[src/rtl/fifo_umbrales.sv]
// Small FIFO upstream of the control FSM, with threshold flags and a sticky overflow/underflow error.
// Read data is registered one cycle after an accepted pop; push+pop while full is accepted, a push alone while full drops the word.
module fifo_umbrales #(
  parameter int DATA_W = 6,
  parameter int ADDR_W = 2
) (
  input  logic              i_clk,
  input  logic              i_reset,
  input  logic              i_push,
  input  logic [DATA_W-1:0] i_data_in,
  input  logic              i_pop,
  input  logic [ADDR_W-1:0] i_umbral_bajo,
  input  logic [ADDR_W-1:0] i_umbral_alto,
  output logic [DATA_W-1:0] o_data_out,
  output logic              o_valid_out,
  output logic [ADDR_W:0]   o_count,
  output logic              o_empty,
  output logic              o_full,
  output logic              o_almost_empty,
  output logic              o_almost_full,
  output logic              o_error
);

  localparam logic [ADDR_W:0] DEPTH = {1'b1, {ADDR_W{1'b0}}};

  logic [DATA_W-1:0] r_mem [0:(1<<ADDR_W)-1];
  logic [ADDR_W-1:0] r_wr_ptr;
  logic [ADDR_W-1:0] r_rd_ptr;
  logic [ADDR_W:0]   r_count;
  logic [DATA_W-1:0] r_data_out;
  logic              r_valid_out;
  logic              r_error;

  logic            w_empty;
  logic            w_full;
  logic            w_push_ok;
  logic            w_pop_ok;
  logic            w_overflow;
  logic            w_underflow;
  logic [ADDR_W:0] w_af_level;

  assign w_empty     = (r_count == '0);
  assign w_full      = (r_count == DEPTH);
  // A pop frees a slot in the same edge, so a full FIFO still takes a push paired with a pop.
  assign w_push_ok   = i_push && (!w_full || i_pop);
  assign w_pop_ok    = i_pop && !w_empty;
  assign w_overflow  = i_push && w_full && !i_pop;
  assign w_underflow = i_pop && w_empty;
  assign w_af_level  = DEPTH - {1'b0, i_umbral_alto};

  always_ff @(posedge i_clk) begin
    if (!i_reset && w_push_ok) begin
      r_mem[r_wr_ptr] <= i_data_in;
    end
  end

  always_ff @(posedge i_clk) begin
    if (i_reset) begin
      r_wr_ptr    <= '0;
      r_rd_ptr    <= '0;
      r_count     <= '0;
      r_data_out  <= '0;
      r_valid_out <= 1'b0;
      r_error     <= 1'b0;
    end else begin
      if (w_push_ok) begin
        r_wr_ptr <= r_wr_ptr + 1'b1;
      end
      if (w_pop_ok) begin
        r_data_out <= r_mem[r_rd_ptr];
        r_rd_ptr   <= r_rd_ptr + 1'b1;
      end
      r_valid_out <= w_pop_ok;
      case ({w_push_ok, w_pop_ok})
        2'b10:   r_count <= r_count + 1'b1;
        2'b01:   r_count <= r_count - 1'b1;
        default: r_count <= r_count;
      endcase
      if (w_overflow || w_underflow) begin
        r_error <= 1'b1;
      end
    end
  end

  assign o_data_out     = r_data_out;
  assign o_valid_out    = r_valid_out;
  assign o_count        = r_count;
  assign o_empty        = w_empty;
  assign o_full         = w_full;
  assign o_almost_empty = (r_count <= {1'b0, i_umbral_bajo});
  assign o_almost_full  = (r_count >= w_af_level);
  assign o_error        = r_error;

endmodule

[config.mk]
export PLATFORM = sky130hd
export DESIGN_NAME = fifo_umbrales
export DESIGN_NICKNAME = d
export VERILOG_FILES = /design/src/rtl/fifo_umbrales.sv
export SDC_FILE = /design/constraint.sdc
export NUM_CORES = 1
export LEC_CHECK = 0
export ABC_AREA = 1
export BUFFER_PORTS_ARGS = -buffer_cell sky130_fd_sc_hd__clkbuf_2
export CAP_MARGIN = 30
export CORE_MARGIN = 4
export CORE_UTILIZATION = 48
export DETAILED_ROUTE_END_ITERATION = 16
export PLACE_DENSITY = 0.69
export SYNTH_ARGS = -nofsm -noshare
export SYNTH_HDL_FRONTEND = slang
export SYNTH_SLANG_ARGS = --single-unit
[constraint.sdc]
create_clock -name i_clk -period 3.6 [get_ports i_clk]
set_input_delay 0.72 -clock i_clk [delete_from_list [all_inputs] [get_ports i_clk]]
set_output_delay 0.72 -clock i_clk [all_outputs]
set_load 0.01 [all_outputs]
* Word-level counts from Yosys, hierarchy flattened
Memory sizes are Yosys's and may differ from the RTL's. A register that Yosys moved wholly into a read port is not among the register bits. Index checks and enable logic that the tools add are counted.
Storage, ports and cells: flip-flop bits (word level) 9, bits in writable memories 24, input port bits 14, output and inout port bits 15, logic and storage cells 33, memories 1
Memories:
- r_mem | words 4, width 6, read ports 1, clocked after memory_dff 1, write ports 1, RTL line 26 | logic [DATA_W-1:0] r_mem [0:(1<<ADDR_W)-1];
Cells by class: add/sub/neg operators 5, magnitude comparators 2, equality and inequality tests 3, multiplexer cells 3, reduce and logical (&&, ||, !) cells 14
Operator list (number):
- $logic_and A1 B1 Y1 | 6
- $pmux W3 S2 | 1
- $add A2 B1 Y2 const B | 2
- $logic_not A1 Y1 | 4
- $add A3 B1 Y3 const B | 1
- $eq A3 B3 Y1 const B | 1
- $ge A3 B3 Y1 | 1
- $le A3 B2 Y1 | 1
- $logic_not A3 Y1 | 1
- $sub A3 B1 Y3 const B | 1
- $sub A3 B2 Y3 const A | 1
- $eq A2 B1 Y1 const B | 1
- $eq A2 B2 Y1 const B | 1
- $logic_or A1 B1 Y1 | 2
- $mux W1 | 2
- $reduce_bool A2 Y1 | 1

* Logic depth before layout (Yosys ltp)
Gate-level depths: netlist of the first run.
word-level depth 7, depth in mapped cells 13, depth with buffers taken out 13

* Worst setup path after synthesis of the first run
Ideal clock, no wire load.
path type input to output, start point in i_umbral_alto[0], end point out o_almost_full, arrival time 1.588 ns, required time 2.880 ns, path slack 1.292 ns, stages 6, buffers on the path 0, cell sequence inv_1 > ha_1 > inv_1 > ha_1 > nand2_1 > o211ai_1
On the way: longest elaborated chain between the ends 2
Ends and longest elaborated chain:
- start: declaration | RTL line 13 | input logic [ADDR_W-1:0] i_umbral_alto,
- $sub A3 B2 Y3 | RTL line 49 | assign w_af_level = DEPTH - {1'b0, i_umbral_alto};
- $ge A3 B3 Y1 | RTL line 91 | assign o_almost_full = (r_count >= w_af_level);
- end: declaration | RTL line 20 | output logic o_almost_full,
No other way between the ends.

* Worst setup path after layout of the first run
Same ends and word-level chain as after synthesis.

==> run metrics, run 1 <==
worst r2r dst o_count[2]; crit start category input port; Post-route DRC 0; deepest clock path buffer count 2; layout cells sized above 1 15.7%; setup_tns 0 ps; antenna violations before repair 0; Setup Slack @ Placement 1050 ps; crit path kind in -> out; WL met3 204 µm; Resized cells post-CTS 0; syn nets 256; Total GRT Usage 13.7%; drt pass-1 iters 4; row count 22; CP Cell Sequence clkbuf_2 -> inv_1 -> ha_1 -> inv_1 -> ha_1 -> nand2_1 -> o211ai_1 -> clkbuf_2; Final nets 286; Achievable Freq 0.396 GHz; Clk Latency, worst-skew pair 280 ps; Final min period 2530 ps; timing startpoint of the critical path i_umbral_alto[0]; met2 WL 1380 µm; worst hold-check path type reg -> reg; CTS tree yes; RSZ-0062 raised after global routing no; Worst Path Required 2880 ps; Max-cap violations 0; CP max stage delay 270 ps; dpl hpwl 2290 µm; Final Total Pwr 0.00134 W; largest net degree at the start of global routing 17; Leak 1.12 nW; Ys Warns 0; vias 1379; WL final 3240 µm; Syn Area/Cell 8.46 µm²; final worst path period share 70.2%; Slew headroom 55.4%; largest area contributor in the netlist edfxtp_1; Max IR drop VDD 372 µV; final hold violations 0; Diodes inserted 0; Initial DRC Count 62; most frequent cells in the layout 56 x nand2_1, 55 x inv_1, 28 x clkbuf_2, 24 x edfxtp_1, 23 x nor2_1; starting density of the core 51.3%; crit path DAT 1810 ps; Levels on crit path 8; Final setup violation count 0; Synth Instances 230; Die H 71.7 µm; first-pass GRT wire length 5430 µm; fin worst setup slack 1070 ps; met1 WL 1620 µm; Worst R2R Path Depth 12; commonest non-fill, non-tap cell in the layout nand2_1; post-synth top area share 37.0%; io pins 29; CTS sink cnt 39; Max stage delay cell, worst path ha_1; die area 5140 µm²; CP Capture Point o_almost_full; Reg clk slew, reported paths 80 ps; Inserted Clock Buffers 5; Distinct cells, synth 20; Area Overhead vs Synth 12.4%; dominant cells by area after synthesis edfxtp_1 37%, dfxtp_1 15%, nand2_1 11%; register area share after synthesis 52.4%; Slew Limit Fails 0; # placed instances 301; area of the core 3800 µm²; Yosys reg bits 39; Avg WL per Cell 10.5 µm; fill cell count 351; mapped cell area 1950 µm²; Die Span X 71.7 µm; Port-buffer cells 28; Reg-to-Reg Start o_count[1]; Post-CTS Setup Bufs 0; CP delay by family, top adder cells; Slew @ Worst Pin 667 ps; Vias/cell 4.46; Clock Skew 7.79 ps; Worst R2R Setup Slack 1650 ps; CTS Hold Bufs 0; Post-Layout Cell Count 309; Buf/Inv on CP 4; vias in the first global route 1186; CP Capture Type output port; CP Max Fanout 2; Final GP Congestion 0.755; status finished, final reports clean; Power Density 614 nW/µm²; highest metal used met4; DRT antenna net count 0; total grt overflow 0; H-tree levels 2; cell chosen for the clock root clkbuf_8
[tightest hold or removal path: cells and delay by family (launching register included)]
kind	cells	cell delay, ps
buffers and inverters	1	50
DFF	1	310
and+or+nand+nor	3	120
[kinds of logic (layout without fill, tap and decap cells)]
| logic type | Yosys count | count (layout) | synth area share, % |
|---|---|---|---|
| flip-flops | 39 | 39 | 52.4 |
| adder cells (fa/ha/maj) | 12 | 12 | 8.10 |
| AO/OA/AOI/OAI | 13 | 13 | 3.60 |
| AND/OR/NAND/NOR | 104 | 104 | 22.7 |
| buffers and inverters | 62 | 93 | 13.2 |
[how the worst min path moves through the flow]
stage | cells after the start | slack (ps) | end | startpoint
2_1_floorplan | 2 | 500 | r_wr_ptr[1] | r_wr_ptr[1]
3_3_place_gp | 4 | 510 | o_data_out[1] | o_data_out[1]
3_5_place_dp | 4 | 510 | o_data_out[3] | o_data_out[3]
4_1_cts | 4 | 520 | o_data_out[3] | o_data_out[3]
5_1_grt | 4 | 560 | o_data_out[2] | o_data_out[2]
6_report | 4 | 520 | o_data_out[3] | o_data_out[3]
[flip-flops by register name, summed over array words and instances, names as in the netlist]
name and count:
r_wr_ptr 2, o_count 3, r_mem 24, o_error 1, r_rd_ptr 2, o_data_out 6, o_valid_out 1
[metrics by stage]
| step | utilization [%] | area (µm²) | hold slack (ps) |
|---|---|---|---|
| 2_1_floorplan | - | 1950 | 502 |
| 3_3_place_gp | 55.4 | 2100 | 509 |
| 3_5_place_dp | 55.4 | 2100 | 511 |
| 4_1_cts | 57.6 | 2190 | 524 |
| 5_1_grt | 57.6 | 2190 | 557 |
| 6_report | 57.6 | 2190 | 519 |
[synthesized netlist by cell type (all sizes together)]
cell type / count
o21ai: 3
nand3: 20
a21oi: 8
nand4: 1
inv: 57
ha: 11
nor3: 1
dfxtp: 15
nand2: 58
fa: 1
o211ai: 1
nor2: 24
o21bai: 1
edfxtp: 24
buf: 5
[where the power goes]
group	internal [W]	switching, W	leakage (nW)
clock	0.000132	0.000145	0.0477
combinational	0.000183	0.000285	0.730
sequential	0.000534	0.0000651	0.342
total	0.000849	0.000496	1.12
[metal layers]
layer  vias up  global-route usage [%]
li1        760                       -
met4         0                    5.01
met3         5                    3.93
met5         -                       0
met2        32                    19.1
met1       582                    20.1
[area by class of cell]
cell class,count,area [µm²],area share (%)
sequential,39,1020,46.7
multi-input combinational,129,669,30.6
clock buffer,5,68.8,3.14
timing repair buffer,28,140,6.40
clock inverter,3,15.0,0.686
inverter,57,214,9.78
tap,48,60.1,2.74
Power figures use the tool's default switching activity.
==> run 2, diff against run 1 <==
--- a/config.mk
+++ b/config.mk
@@ -5,13 +5,13 @@
 export SDC_FILE = /design/constraint.sdc
 export NUM_CORES = 1
 export LEC_CHECK = 0
-export ABC_AREA = 1
+export ABC_AREA = 0
 export BUFFER_PORTS_ARGS = -buffer_cell sky130_fd_sc_hd__clkbuf_2
 export CAP_MARGIN = 30
 export CORE_MARGIN = 4
 export CORE_UTILIZATION = 48
 export DETAILED_ROUTE_END_ITERATION = 16
-export PLACE_DENSITY = 0.69
+export PLACE_DENSITY = 0.7
 export SYNTH_ARGS = -nofsm -noshare
 export SYNTH_HDL_FRONTEND = slang
 export SYNTH_SLANG_ARGS = --single-unit
==> constraint.sdc (replaced) <==
create_clock -name i_clk -period 2.4 [get_ports i_clk]
set_input_delay 0.48 -clock i_clk [delete_from_list [all_inputs] [get_ports i_clk]]
set_output_delay 0.48 -clock i_clk [all_outputs]
set_load 0.01 [all_outputs]
==> run metrics, run 2 <==
Die H 68.6 µm (-4.3%); crit path kind reg -> reg; row count 21 (-4.5%); Setup Slack @ Placement -131 ps (-1180 ps); worst hold-check path type in -> reg; Final setup violation count 0 (unchanged); deepest clock path buffer count 2 (unchanged); max reg flops 24 (unchanged); status finished, final reports clean; Final Instance Area 2090 µm² (-4.7%); Inserted Clock Buffers 5 (unchanged); most common cell in the netlist edfxtp_1; Diodes inserted 0 (unchanged); cell chosen for the clock root clkbuf_8; Die Span X 68.6 µm (-4.3%); drt pass-1 iters 4 (unchanged); post-synth top area share 40.9% (+3.9 points); Clock Skew 6.43 ps (-1.36 ps); DRT antenna net count 0 (unchanged); Final GP Congestion 0.736 (-2.5%); combined area of the multi-input logic cells 662 µm² (-1.1%); Initial DRC Count 55 (-11%); largest net degree at the start of global routing 17 (unchanged); Final nets 200 (-30%); final hold violations 0 (unchanged); Total GRT Usage 15.6% (+1.9 points); asr flop ratio synth 0% (unchanged); layout cells sized above 1 36.6% (+21 points); Power Density 966 nW/µm² (+57%); predominant post-synthesis flop cell edfxtp_1; vias 1135 (-18%); Max IR drop VDD 403 µV (+8.4%); H-tree levels 2 (unchanged); Reg clk slew, reported paths 70 ps (about the same); Clk Latency, worst-skew pair 280 ps (about the same); # placed instances 213 (-29%); CP Max Fanout 2 (unchanged); Final min period 2290 ps; largest reg by FF count r_mem; Register Area 1020 µm² (+0.24%); starting density of the core 51.2% (-0.070 points); antenna violations before repair 0 (unchanged); Vias/cell 5.14 (+15%); Slew Limit Fails 0 (unchanged); Post-route DRC 0 (unchanged); Ys Warns 0 (unchanged); Area Overhead vs Synth 18.4%; total grt overflow 0 (unchanged); first-pass GRT wire length 5110 µm (-6.0%); setup_tns 0 ps (unchanged); Syn Area/Cell 12.9 µm² (+52%); Post-Layout Cell Count 221 (-28%); Max-cap violations 0 (unchanged); Distinct cells, synth 32 (+60%); CTS sink cnt 39 (unchanged); final worst path period share 95.4%; crit path DAT 2500 ps (+690 ps); Port-buffer cells 28 (unchanged); dpl hpwl 2400 µm (+4.9%); mapped cell area 1760 µm² (-9.5%); Slew headroom 61.0% (+5.6 points); Yosys reg bits 39 (unchanged); io pins 29 (unchanged); commonest non-fill, non-tap cell in the layout clkbuf_2; area of the core 3440 µm² (-9.4%); die area 4700 µm² (-8.5%); Leak 0.852 nW (-24%); WL final 3220 µm (-0.59%); Worst Path Required 2610 ps (-270 ps); register area share after synthesis 58.0% (+5.5 points); Achievable Freq 0.437 GHz; Synth Instances 137 (-40%); fill cell count 278 (-21%); CP Capture Type flip-flop; Post-synth top cells 24 x edfxtp_1, 15 x dfxtp_1, 14 x inv_1, 14 x nand2_1, 13 x a21oi_1; vias in the first global route 1124 (-5.2%); CTS tree yes; crit start category flip-flop; post-place instance area 1980 µm² (-5.8%); Post-synth EDFFs 24 (unchanged); Slew @ Worst Pin 577 ps (-89.8 ps); largest area contributor in the netlist edfxtp_1; fin worst setup slack 111 ps (-963 ps); dominant cells by area after synthesis edfxtp_1 41%, dfxtp_1 17%, ha_1 7.8%; RSZ-0062 raised after global routing no; Avg WL per Cell 14.6 µm (+39%); syn nets 163 (-36%); most frequent cells in the layout 28 x clkbuf_2, 24 x edfxtp_1, 14 x inv_1, 13 x nand2_1, 13 x dfxtp_1
run 2: repair_timing:
action | CTS | global route
hold buffers | 0 | 0
buffers inserted | 0 | 0
endpoints found under the setup margin | 0 | 1
resized for setup | 0 | 5
hold endpoints to repair | 0 | 0
run 2: cell type report:
class,count,area share [%]
repair buffers,35,9.24
clock inverters,1,0.240
inverters,15,2.82
clock buffers,7,4.14
well taps,46,2.76
flip-flops and latches,39,49.1
multi-input cells,78,31.7
run 2: critical path: stages (launching register included):
cell and delay [ps]:
dfxtp_2 330, or4b_4 540, nand2_2 90, ha_2 170, inv_1 60, fa_2 330
xor2_1 160, or3_2 420, a21oi_2 140
run 2: kinds of logic (layout without fill, tap and decap cells):
group                    Yosys count  count (layout)  synth area share [%]
AO/OA/AOI/OAI                     22              22                  7.74
XOR/XNOR                           3               3                  1.92
adder cells (fa/ha/maj)           12              12                  8.95
buffers and inverters             20              58                  5.11
flip-flops                        39              39                  58.0
multiplexers                       6               6                  7.67
AND/OR/NAND/NOR                   35              35                  10.7
run 2: where the power goes:
group / switching, W / total [W] / internal, W / leakage, nW
clock: 0.000207 / 0.000439 / 0.000232 / 0.0482
sequential: 0.0000677 / 0.000861 / 0.000794 / 0.342
combinational: 0.000374 / 0.000715 / 0.000341 / 0.462
total: 0.000649 / 0.00202 / 0.00137 / 0.852
run 2: through the flow:
step	utilization, %	hold WS [ps]	power, W
after global routing	60.6	403	0.00216
after floorplan	-	470	0.00134
final	60.6	410	0.00202
after detailed placement	57.6	441	0.00159
after global placement	57.6	434	0.00155
after CTS	60.2	400	0.00203
run 2: final timing paths:
kind / from / cells after the start / to / slack [ps]
worst max register to register: o_count[0] / 8 / o_count[2] / 110
worst max-delay path: o_count[0] / 8 / o_count[2] / 110
worst min register to register: o_error / 2 / o_error / 450
worst min-delay path: i_data_in[5] / 1 / r_mem[1][5] / 410
run 2: metal layers:
| metal | vias up | GRT usage [%] | share of wire, % |
|---|---|---|---|
| met1 | 530 | 17.1 | 41 |
| met4 | 0 | 6.70 | 2.0 |
| li1 | 560 | - | - |
| met3 | 9 | 6.48 | 7.4 |
| met2 | 36 | 26.2 | 50 |
| met5 | - | 0 | 0 |
